$ cat config.mk
export PLATFORM = sky130hd
export DESIGN_NAME = fact_ctrl_unit
export DESIGN_NICKNAME = d
export VERILOG_FILES = /design/src/rtl/fact_ctrl_unit.sv
export SDC_FILE = /design/constraint.sdc
export NUM_CORES = 1
export LEC_CHECK = 0
export CAP_MARGIN = 20
export CORE_AREA = 2 2 39 41
export CTS_BUF_LIST = sky130_fd_sc_hd__clkbuf_8
export CTS_CLUSTER_SIZE = 28
export DETAILED_ROUTE_END_ITERATION = 8
export DIE_AREA = 0 0 41 43
export GPL_TIMING_DRIVEN = 0
export HOLD_SLACK_MARGIN = 0.1
export SETUP_SLACK_MARGIN = 0.02
export SLEW_MARGIN = 15
export SYNTH_ARGS = -nofsm -noshare
export SYNTH_HDL_FRONTEND = slang
export SYNTH_SLANG_ARGS = --single-unit
$ cat constraint.sdc
create_clock -name clk -period 1.3 [get_ports clk]
set_input_delay 0.13 -clock clk [delete_from_list [all_inputs] [get_ports clk]]
set_output_delay 0.13 -clock clk [all_outputs]
set_load 0.05 [all_outputs]
$ cat src/rtl/fact_ctrl_unit.sv
// Moore control FSM for the factorial datapath: load, multiply/decrement loop, done.
// Build option: define FACT_DONE_HOLD_EN to hold DONE while go stays high.
module fact_ctrl_unit (
  input  logic       clk,
  input  logic       rst,
  input  logic       go,
  input  logic       greater,
  output logic       CNTLD,
  output logic       UD,
  output logic       CE,
  output logic       CNTRST,
  output logic       BUFEN,
  output logic       MUXSEL1,
  output logic       MUXSEL2,
  output logic       REGLD,
  output logic       done,
  output logic [2:0] cs
);

  typedef enum logic [2:0] {
    IDLE  = 3'd0,
    INIT  = 3'd1,
    CHECK = 3'd2,
    MULT  = 3'd3,
    DONE  = 3'd4
  } state_t;

  logic [2:0] cs_q;
  logic [2:0] ns;

  always_ff @(posedge clk or posedge rst) begin
    if (rst) cs_q <= IDLE;
    else     cs_q <= ns;
  end

  always_comb begin
    ns = IDLE;
    unique case (cs_q)
      IDLE:  ns = go ? INIT : IDLE;
      INIT:  ns = CHECK;
      CHECK: ns = greater ? MULT : DONE;
      MULT:  ns = CHECK;
`ifdef FACT_DONE_HOLD_EN
      DONE:  ns = go ? DONE : IDLE;
`else
      DONE:  ns = IDLE;
`endif
      default: ns = IDLE;
    endcase
  end

  // Outputs depend on the state code only; codes 5..7 decode to all zeros.
  always_comb begin
    CNTLD   = 1'b0;
    CE      = 1'b0;
    CNTRST  = 1'b0;
    BUFEN   = 1'b0;
    MUXSEL1 = 1'b0;
    MUXSEL2 = 1'b0;
    REGLD   = 1'b0;
    done    = 1'b0;
    unique case (cs_q)
      IDLE: CNTRST = 1'b1;
      INIT: begin
        CNTLD = 1'b1;
        CE    = 1'b1;
        REGLD = 1'b1;
      end
      CHECK: ;
      MULT: begin
        CE      = 1'b1;
        MUXSEL1 = 1'b1;
        REGLD   = 1'b1;
      end
      DONE: begin
        done    = 1'b1;
        BUFEN   = 1'b1;
        MUXSEL2 = 1'b1;
      end
      default: ;
    endcase
  end

  assign UD = 1'b0;
  assign cs = cs_q;

endmodule

==> flow_summary.yaml <==
clock_tree:
  clock_path_buffers: 2
  numClockSinks: 3
  root_buffer: "clkbuf_8"
  clk_pin_slew_ps: 30
  cts_max_level: 1
  numCtsBuffers: 3
  cts_tree: "built"
  insertion_delay_ps: 210
placement:
  place_area_um2: 391.6
  dp.cells: 49
  place.gp.congestion: 0.5678
  port_buffers: 14
grt:
  grt_remaining_overflow: 0
  grt_start_max_net_pins: 9
  grt_antenna_before_repair: 0
  grt_pass1_vias: 228
  grt_pass1_wl_um: 855
  grt_use_total: 0.07956
floorplanning:
  die-area_um2: 1763
  die_w_um: 41
  start_util: 0.1374
  ios: 16
  core_um2: 1384
  rows: 14
  die_h_um: 43
synthesis:
  ys_top_cells_by_count: "buf_4 (4), dfrtp_1 (3)"
  synth_compound_area_frac: 0.02632
  synthXorXnorAreaFrac: 0
  synthAdderAreaFrac: 0
  synth_edf_count: 0
  yosys-top-cells-area: "dfrtp_1 (39%), buf_4 (16%), nor2b_4 (7.2%), mux2i_1 (5.3%), nor3_2 (5.3%)"
  ys_dominant_reg_cell: "dfrtp_1"
  synth_cells: 19
  yosys.area_share.simple: 0.3289
  async_flop_share: 1.000
  synthMuxAreaShare: 0.05263
  yosysMostFrequentCell: "buf_4"
  synth_top_family_by_area: "simple AND/OR/NAND/NOR gates"
  synth_warnings: 0
  synth_seq_cells: 3
  yosysTopAreaCell: "dfrtp_1"
  syn_area_um2: 190.2
  syn_avg_cell_area_um2: 10.01
  synth_top_area_frac: 0.3947
  synth_seq_area_share: 0.3947
  synth_cell_types: 14
  syn-num-nets: 23
setup_path:
  end_kind: "output pin"
  r2r_setup_slack_ps: 130
  start_kind: "flop"
  crit_type: "flop to output pin"
  crit_start: "cs[0]"
  cp.required_ps: 1170
  worstPathArrival_ps: 1230
  cp_max_fo: 6
  r2r_start: "cs[2]"
detailed_routing:
  ant_nets: 0
  finalWirelength_um: 496
  viasPerCell: 3.729
  post_drt_wl_per_cell_um: 8.407
  first_pass_iters: 3
  drc: 0
  first_iter_violations: 2
  num_vias: 220
timing:
  post-route-min-period_ps: 1357
  setup_viol: 5
  max_freq_ghz: 0.7368
  fin_skew_ps: 0.05981
  rsz0062_at_grt: "yes"
  fin_ws_ps: -57.17
  hold_viol: 0
  period_share: 1.044
  slew_violations: 0
layout:
  drive_gt1_frac: 0.7442
  design_area_um2: 493.0
  largest_reg_flops: 3
  area_growth_pct: 159.2
  num-fill-cells: 142
  n_antenna_cell: 0
  stdcell_count: 59
  fin_nets: 48
min_path:
  hold_class: "primary input to flop"
  worstHoldStart: "greater"
outcome:
  violations: "setup timing"
  status: "finished with violations"
run:
  maxCapViolCount: 0
[cell type report]
class,instances,area (um2),area share
Timing Repair Buffer,20,196.4,0.3985
Multi-Input combinational cell,11,102.6,0.2081
Sequential cell,3,83.83,0.1701
Clock buffer,3,41.29,0.08376
Buffer,4,41.29,0.08376
Tap cell,16,20.02,0.04061
Clock inverter,1,3.754,0.007614
Inverter,1,3.754,0.007614
[through the flow]
step                  util  TNS (ps)  setup WS [ps]  hold slack, ps
floorplan                -    -782.2         -233.0          -116.4
global route        0.3562    -449.4         -114.3           531.9
CTS                 0.3535    -370.6         -87.85           512.2
global placement    0.2830     -3608         -485.6           312.1
finish              0.3562    -180.9         -57.17           524.2
detailed placement  0.2830     -3685         -498.4           319.4
[cells by family after synthesis]
logic type,Yosys count
DFF,3
other,1
and+or+nand+nor,8
buffers and inverters,5
muxes,1
AOI/OAI and AO/OA,1
[final timing paths]
| kind | endpoint | cells after the start |
|---|---|---|
| max | done | 3 |
| min | cs[2] | 2 |
| max reg2reg | cs[2] | 3 |
| min reg2reg | cs[0] | 2 |
| max in group asynchronous | cs[2] | 3 |
| min in group asynchronous | cs[2] | 3 |
[cell usage in the layout, fill, tap and decap left out, drive strengths merged]
cell / instances
a21oi: 1
and2: 1
and2b: 1
buf: 17
clkbuf: 5
clkdlybuf4s15: 1
clkdlybuf4s50: 3
conb: 1
dfrtp: 3
dlygate4sd3: 1
inv: 2
mux2i: 1
nor2: 1
nor2b: 1
nor3: 2
nor3b: 1
nor4b: 1
[routing by layer]
metal	wire length (um)	track usage
met1	193	0.08442
met2	211	0.1000
met3	60	0.03141
met4	30	0.1000
met5	0	0
[repair_timing]
| item | 4_1_cts | 5_1_grt |
|---|---|---|
| hold buffers | 1 | 0 |
| endpoints found under the setup margin | 11 | 9 |
| gates resized for setup | 62 | 5 |
| endpoints found under the hold margin | 3 | 0 |
| buffers inserted | 4 | 1 |
| pin swaps | 1 | 1 |
[worst max-delay path, stage by stage (launching register included)]
cell and delay, ps:
dfrtp_4 500, nor3b_4 250, buf_6 130, buf_8 130
Power is not shown: default switching activity piles up to over one toggle a cycle in this logic, so the estimate is an artifact.
